**config.mk**
```make
export PLATFORM = sky130hd
export DESIGN_NAME = mem_stage
export DESIGN_NICKNAME = d
export VERILOG_FILES = /design/src/rtl/core_pkg.sv /design/src/rtl/mem_lane_align.sv /design/src/rtl/mem_stage.sv
export SDC_FILE = /design/constraint.sdc
export NUM_CORES = 1
export LEC_CHECK = 0
export BUFFER_PORTS_ARGS = -buffer_cell sky130_fd_sc_hd__buf_2
export CORE_MARGIN = 5
export CORE_UTILIZATION = 53
export CTS_BUF_LIST = sky130_fd_sc_hd__clkbuf_4
export CTS_CLUSTER_SIZE = 20
export DETAILED_ROUTE_END_ITERATION = 10
export PLACE_DENSITY = 0.83
export SYNTH_ARGS = -nofsm -noshare
export SYNTH_HDL_FRONTEND = slang
export SYNTH_SLANG_ARGS = --single-unit
```
**constraint.sdc**
```tcl
create_clock -name clk -period 2.8 [get_ports clk]
set_input_delay 0.42 -clock clk [delete_from_list [all_inputs] [get_ports clk]]
set_output_delay 0.42 -clock clk [all_outputs]
set_load 0.02 [all_outputs]
```
**src/rtl/core_pkg.sv**
```systemverilog
// core_pkg: definitions shared by the execute and memory stages.
//   - mem_state_e : memory-stage state encoding
//   - REG_PC/REG_SF : register indices that execute treats specially
//   - BE_* : byte-lane enables for the 16-bit external bus
//            (bit 0 = even byte on bits 7:0, bit 1 = odd byte on bits 15:8)
package core_pkg;

    typedef enum logic [1:0] {
        IDLE = 2'd0,
        BUS  = 2'd1,
        BUS2 = 2'd2,
        RESP = 2'd3
    } mem_state_e;

    localparam logic [2:0] REG_PC = 3'd3;
    localparam logic [2:0] REG_SF = 3'd2;

    localparam logic [1:0] BE_LO   = 2'b01;
    localparam logic [1:0] BE_HI   = 2'b10;
    localparam logic [1:0] BE_WORD = 2'b11;

endpackage

```
**src/rtl/mem_lane_align.sv**
```systemverilog
// mem_lane_align: combinational byte-lane steering for one bus cycle.
//   byte_acc   : 1 = single-byte cycle, 0 = full word
//   lane_hi    : byte cycles only, selects the odd lane (bits 15:8)
//   wdata      : store data; a byte store takes bits 7:0
//   rdata      : raw bus read data
//   be         : lane enables for this cycle
//   lane_wdata : store data on the bus (a byte is replicated to both lanes)
//   load_data  : a byte load is zero-extended from the selected lane;
//                a word load passes through (little-endian)
module mem_lane_align
    import core_pkg::*;
(
    input  logic        byte_acc,
    input  logic        lane_hi,
    input  logic [15:0] wdata,
    input  logic [15:0] rdata,
    output logic [1:0]  be,
    output logic [15:0] lane_wdata,
    output logic [15:0] load_data
);

    always_comb begin
        be         = BE_WORD;
        lane_wdata = wdata;
        load_data  = rdata;
        if (byte_acc) begin
            be         = lane_hi ? BE_HI : BE_LO;
            lane_wdata = {wdata[7:0], wdata[7:0]};
            load_data  = {8'h00, (lane_hi ? rdata[15:8] : rdata[7:0])};
        end
    end

endmodule

```
**src/rtl/mem_stage.sv**
```systemverilog
// mem_stage: memory-access stage behind execute. Accepts one load/store,
// runs it on the 16-bit external bus and reports completion to writeback.
//   req_*  : request from execute (valid/ready handshake, ready only in IDLE)
//   bus_*  : external bus; bus_req held with stable fields until bus_ack
//   wb_*   : one-cycle completion pulse; wb_we set only for clean loads
//   fault  : sticky timeout/alignment fault, cleared by reset only
// Build option MEM_STAGE_UNALIGNED_EN: an odd-address word access is split
// into two byte cycles (low byte at addr's word on lane 1, high byte at the
// next word on lane 0). Without it, such an access faults with no bus cycle.
module mem_stage
    import core_pkg::*;
#(
    parameter int TIMEOUT = 255,
    parameter int ADDR_W  = 16
) (
    input  logic              clk,
    input  logic              rst_n,
    input  logic              req_valid,
    output logic              req_ready,
    input  logic              req_we,
    input  logic              req_byte,
    input  logic [ADDR_W-1:0] req_addr,
    input  logic [15:0]       req_wdata,
    input  logic [2:0]        req_dst,
    output logic              bus_req,
    output logic              bus_we,
    output logic [ADDR_W-2:0] bus_addr,
    output logic [1:0]        bus_be,
    output logic [15:0]       bus_wdata,
    input  logic [15:0]       bus_rdata,
    input  logic              bus_ack,
    output logic              wb_valid,
    output logic              wb_we,
    output logic [2:0]        wb_idx,
    output logic [15:0]       wb_data,
    output logic              fault
);

`ifdef MEM_STAGE_UNALIGNED_EN
    localparam bit SPLIT_EN = 1'b1;
`else
    localparam bit SPLIT_EN = 1'b0;
`endif

    mem_state_e state, state_nx;

    // Latched transaction; byte_q/hi_q/wdata_q/addr_q describe the bus
    // cycle currently in flight and are rewritten between split halves.
    logic              we_q, byte_q, hi_q, split_q, err_q, fault_q;
    logic [ADDR_W-2:0] addr_q;
    logic [15:0]       wdata_q, wb_data_q;
    logic [7:0]        lo_q;          // low byte from the first split half
    logic [2:0]        dst_q;
    logic [15:0]       tmo_cnt;

    logic              misalign, tmo_hit;
    logic [1:0]        lane_be;
    logic [15:0]       lane_wdata, lane_load;

    assign misalign = ~req_byte & req_addr[0];
    assign tmo_hit  = (TIMEOUT != 0) && (int'(tmo_cnt) == TIMEOUT - 1);

    mem_lane_align u_align (
        .byte_acc  (byte_q),
        .lane_hi   (hi_q),
        .wdata     (wdata_q),
        .rdata     (bus_rdata),
        .be        (lane_be),
        .lane_wdata(lane_wdata),
        .load_data (lane_load)
    );

    always_comb begin
        state_nx = state;
        case (state)
            IDLE: if (req_valid) state_nx = (misalign && !SPLIT_EN) ? RESP : BUS;
            // bus_ack is checked first so an ack on the expiry cycle wins
            BUS: begin
                if (bus_ack)      state_nx = split_q ? BUS2 : RESP;
                else if (tmo_hit) state_nx = RESP;
            end
            BUS2: if (bus_ack || tmo_hit) state_nx = RESP;
            RESP: state_nx = IDLE;
            default: state_nx = IDLE;
        endcase
    end

    always_ff @(posedge clk) begin
        if (!rst_n) begin
            state     <= IDLE;
            we_q      <= 1'b0;
            byte_q    <= 1'b0;
            hi_q      <= 1'b0;
            split_q   <= 1'b0;
            err_q     <= 1'b0;
            fault_q   <= 1'b0;
            addr_q    <= '0;
            wdata_q   <= '0;
            wb_data_q <= '0;
            lo_q      <= '0;
            dst_q     <= '0;
            tmo_cnt   <= '0;
        end else begin
            state <= state_nx;
            case (state)
                IDLE: if (req_valid) begin
                    we_q      <= req_we;
                    dst_q     <= req_dst;
                    wdata_q   <= req_wdata;
                    addr_q    <= req_addr[ADDR_W-1:1];
                    hi_q      <= req_addr[0];
                    split_q   <= SPLIT_EN & misalign;
                    byte_q    <= req_byte | (SPLIT_EN & misalign);
                    err_q     <= misalign & ~SPLIT_EN;
                    fault_q   <= fault_q | (misalign & ~SPLIT_EN);
                    tmo_cnt   <= '0;
                    wb_data_q <= '0;
                end
                BUS, BUS2: begin
                    if (bus_ack) begin
                        if (state == BUS && split_q) begin
                            // second half: next word (wraps), even lane, high byte
                            lo_q    <= lane_load[7:0];
                            hi_q    <= 1'b0;
                            addr_q  <= addr_q + 1'b1;
                            wdata_q <= {8'h00, wdata_q[15:8]};
                            tmo_cnt <= '0;
                        end else if (!we_q) begin
                            wb_data_q <= split_q ? {lane_load[7:0], lo_q} : lane_load;
                        end
                    end else if (tmo_hit) begin
                        err_q     <= 1'b1;
                        fault_q   <= 1'b1;
                        wb_data_q <= '0;
                    end else begin
                        tmo_cnt <= tmo_cnt + 16'd1;
                    end
                end
                default: ;
            endcase
        end
    end

    assign req_ready = (state == IDLE);
    assign bus_req   = (state == BUS) || (state == BUS2);
    assign bus_we    = bus_req & we_q;
    assign bus_be    = bus_req ? lane_be : 2'b00;
    assign bus_addr  = addr_q;
    assign bus_wdata = lane_wdata;
    assign wb_valid  = (state == RESP);
    assign wb_we     = wb_valid & ~we_q & ~err_q;
    assign wb_idx    = dst_q;
    assign wb_data   = wb_data_q;
    assign fault     = fault_q;

endmodule
```
==> metrics.md <==
| Metric | Value |
|---|---|
| Status | `complete, no violations` |
| Synthesized area | `0.00354 sq mm` |
| Data arrival time of the critical path | `approximately 2.9 ns` |
| Setup_tns | `0 ns` |
| Worst Setup Start Kind | `register` |
| Count of pins on the block boundary | `115` |
| Gr ovfl total | `0` |
| Worst min-delay path class | `input port to register` |
| Part of the power in registers | `between 40% and 50%` |
| Total number of placement rows | `29` |
| Crit path capture type | `register` |
| Post-synthesis share of cell area spent on full adders, half adders and majority gates | `2.82%` |
| Part of the cycle the worst path needs | `a little over 90%` |
| CTS max path bufs | `2` |
| IR drop worst, VDD | `between 0.4 and 0.5 mV` |
| Area of the placeable core | `0.00642 sq mm` |
| Placed insts | `roughly 570` |
| Slowest Stage Delay on Critical Path | `roughly 0.63 ns` |
| Top fanout value on the critical path | `14` |
| Total power | `~3 mW` |
| Number of storage elements in the synthesis netlist | `73` |
| WS Path Type | `register to register` |
| Net switching share of the total power | `38.6%` |
| Count of buffers added by post-CTS timing repair for setup | `0` |
| Area of the die | `roughly 0.0084 sq mm` |
| Antenna violations before repair | `0` |
| Total clock sinks | `73` |
| Comb pwr share | `37.4%` |
| Worst endpoint required time | `~3.2 ns` |
| Final Skew | `between 0.01 and 0.015 ns` |
| Detailed-routing iteration count for the pre-antenna-repair pass | `4` |
| Global-route wire length before repair | `between 10000 and 15000 microns` |
| Compound-gate portion of the synthesized area | `between 10% and 20%` |
| Total number of vias | `between 3000 and 4000` |
| Share of post-route cells with drive strength above 1 | `between 30% and 40%` |
| Clock power share | `about 22%` |
| Unrepaired setup endpoints after global routing | `no` |
| Final GP Congestion | `between 0.8 and 0.9` |
| Clock tree root driver cell | `sky130_fd_sc_hd__clkbuf_4` |
| Total half-perimeter wirelength after legalization and detailed placement | `about 6400 microns` |
| Most common library cell in the layout ignoring fill and taps | `sky130_fd_sc_hd__buf_2` |
| Time the final worst path needs with I/O delays and setup | `2.55 ns` |
| XOR/XNOR share of the synthesized area | `less than 1%` |
| Post-CTS clock slew at the launch and capture registers of the worst setup and hold paths | `0.12 ns` |
| DR iter-0 viols | `between 150 and 200` |
| Async set-or-reset flop fraction in the synthesized netlist | `0%` |
| Leakage | `1.93 nW` |
| Setup violators final | `0` |
| Number of pins exceeding their max-slew limit in the final report | `0` |
| Cell Int Power | `roughly 1.9 mW` |
| Cell accounting for the most synthesized area | `sky130_fd_sc_hd__dfxtp_1` |
| Max-Slew Margin vs Limit | `58.5%` |
| GRT Total Usage | `about a fifth` |
| Average instance area after synthesis | `between 8 and 9 sq um` |
| Number of inserted diodes | `0` |
| Count of cell types in the netlist | `49` |
| Via-per-instance ratio | `roughly 5.4` |
| Multiplexer fraction of the synthesized cell area | `under 10%` |
| Die span in x | `roughly 90 microns` |
| Area fraction of the dominant cell type after synthesis | `41.2%` |
| Starting utilization of the core area | `between 50% and 60%` |
| Critical path, cell by cell | `inv_1, ha_1, and2_1, or4b_4, or3_1, o21ai_1` |
| Chip height | `91.8 microns` |
| Cell count after synthesis | `a little over 400` |
| Net count after synthesis | `between 400 and 500` |
| TritonCTS Buffers | `9` |
| Number of remaining DRC errors | `0` |
| Fin cells | `approximately 580` |
| Power density over the cells | `~720 mW/mm^2` |
| Pin count of the biggest net entering global routing | `about 70` |
| Highest-count cells in the layout ignoring fill and taps | `114 x sky130_fd_sc_hd__buf_2, 111 x sky130_fd_sc_hd__nand2_1, 73 x sky130_fd_sc_hd__dfxtp_1` |
| Post-detailed-routing wire length | `8740 microns` |
| Number of synthesized flops with an enable pin | `0` |
| Number of resized instances in the post-cts repair step | `0` |
| CTS Hold Buffers Added | `0` |
| Predominant post-synthesis flop cell | `sky130_fd_sc_hd__dfxtp_1` |
| Final Hold Viols | `0` |
| Slowest CP cell | `sky130_fd_sc_hd__or4b_4` |
| Sequential area share after synthesis | `between 40% and 50%` |
| Synth top area cells | `sky130_fd_sc_hd__dfxtp_1 41%, sky130_fd_sc_hd__nand2_1 12%, sky130_fd_sc_hd__a21boi_0 8.3%` |
| Antenna viol nets, final | `0` |
| Count of max-cap constraint violations | `0` |
| Synth warn | `0` |
| Number of global-route vias before repair | `3107` |
| Number of I/O port buffers | `114` |
| Net switching power | `approximately 1.2 mW` |
| Max Clk Rate | `around 0.39 GHz` |
| Area share of and/or/nand/nor cells after synthesis | `22.0%` |
| Final net count | `564` |
| CTS H-tree lvls | `3` |
| Dominant delay contributor by cell family on the critical path | `simple AND/OR/NAND/NOR gates` |
| CTS tree | `built` |
| Syn-to-layout area delta | `18.2%` |
| Largest family of logic cells by synthesized area | `simple AND/OR/NAND/NOR gates` |
| Transition at the pin with the smallest max-transition slack | `~0.62 ns` |
| Clock latency of the later-clocked register in the worst-skew pair | `roughly 0.41 ns` |
| Critical path buffers and inverters | `1` |
| Post-DR wirelength/cell | `roughly 15 microns` |
-- power by group through the flow --
stage / Combinational [mW] / Sequential (mW) / Clock, mW
2_1_floorplan: 0.763 / 1.32 / 0
3_3_place_gp: 1.10 / 1.26 / 0
3_5_place_dp: 1.13 / 1.27 / 0
4_1_cts: 1.13 / 1.24 / 0.665
5_1_grt: 1.23 / 1.26 / 0.721
6_report: 1.13 / 1.24 / 0.649
-- path summary, 6_finish.rpt --
check	startpoint	cells after the start	endpoint	slack, ns
max	state[0]$_SDFFE_PN0P_	6	tmo_cnt[13]$_SDFFE_PN0P_	0.25
min	req_addr[12]	3	bus_addr[11]$_SDFFE_PN0P_	0.24
max reg2reg	state[0]$_SDFFE_PN0P_	6	tmo_cnt[13]$_SDFFE_PN0P_	0.25
min reg2reg	wb_data[10]$_SDFFE_PN0P_	2	wb_data[10]$_SDFFE_PN0P_	0.46
-- cell type report --
class	instances	area [sq um]
Sequential cell	73	1460
Fill cell	548	2230
Multi-Input combinational cell	289	1850
Timing Repair Buffer	121	623
Inverter	5	18.8
Tap cell	77	96.3
Clock inverter	7	68.8
Clock buffer	9	67.6
-- logic make-up (layout without fill, tap and decap cells) --
group,Yosys count,after routing
AO/OA/AOI/OAI,77,77
XOR/XNOR,1,1
adder cells (fa/ha/maj),8,8
buffers and inverters,44,142
flip-flops,73,73
multiplexers,33,33
AND/OR/NAND/NOR,170,170
-- state kept, by name (all words and copies together) (netlist names) --
name and count:
tmo_cnt 16, wdata_q 16, wb_idx 3, bus_addr 15
state 2, fault 1, hi_q 1, wb_data 16
we_q 1, byte_q 1, err_q 1
-- synth_stat cells, types with 4 or more instances --
cell type                  count
sky130_fd_sc_hd__a21o_1        9
sky130_fd_sc_hd__and3_1        6
sky130_fd_sc_hd__inv_1         5
sky130_fd_sc_hd__buf_6         4
sky130_fd_sc_hd__nand2_1     111
sky130_fd_sc_hd__mux2i_1      17
sky130_fd_sc_hd__nand3_1      14
sky130_fd_sc_hd__nor3_1        8
sky130_fd_sc_hd__dfxtp_1      73
sky130_fd_sc_hd__a21oi_1       6
sky130_fd_sc_hd__nor2_1        6
sky130_fd_sc_hd__a21boi_0     39
sky130_fd_sc_hd__clkbuf_1     21
sky130_fd_sc_hd__ha_1          8
sky130_fd_sc_hd__mux2_2       16
sky130_fd_sc_hd__buf_4         9
sky130_fd_sc_hd__nand4_1       5
-- metrics by stage --
| step | hold slack, ns | area [sq um] | setup slack, ns | utilization [%] |
|---|---|---|---|---|
| after CTS | 0.223 | 4190 | 0.273 | 65.2 |
| after global placement | 0.440 | 4050 | 0.441 | 63.1 |
| after detailed placement | 0.444 | 4050 | 0.289 | 63.1 |
| after floorplan | 0.441 | 3540 | 0.315 | - |
| final | 0.245 | 4190 | 0.250 | 65.2 |
| after global routing | 0.222 | 4190 | 0.120 | 65.2 |
-- metal layers --
metal	GRT usage [%]	wire, microns
met5	0	0
met4	9.28	189
met3	6.46	706
met2	33.7	4150
met1	25.8	3690
-- worst register-to-register path, delay by kind of cell, from the launching register on --
family,cells,cell delay [ns]
AO/OA/AOI/OAI,1,0.08
adder cells (fa/ha/maj),1,0.47
buffers and inverters,1,0.11
flip-flops,1,0.44
AND/OR/NAND/NOR,3,1.39
No activity file was read; power rests on OpenSTA's default activity.
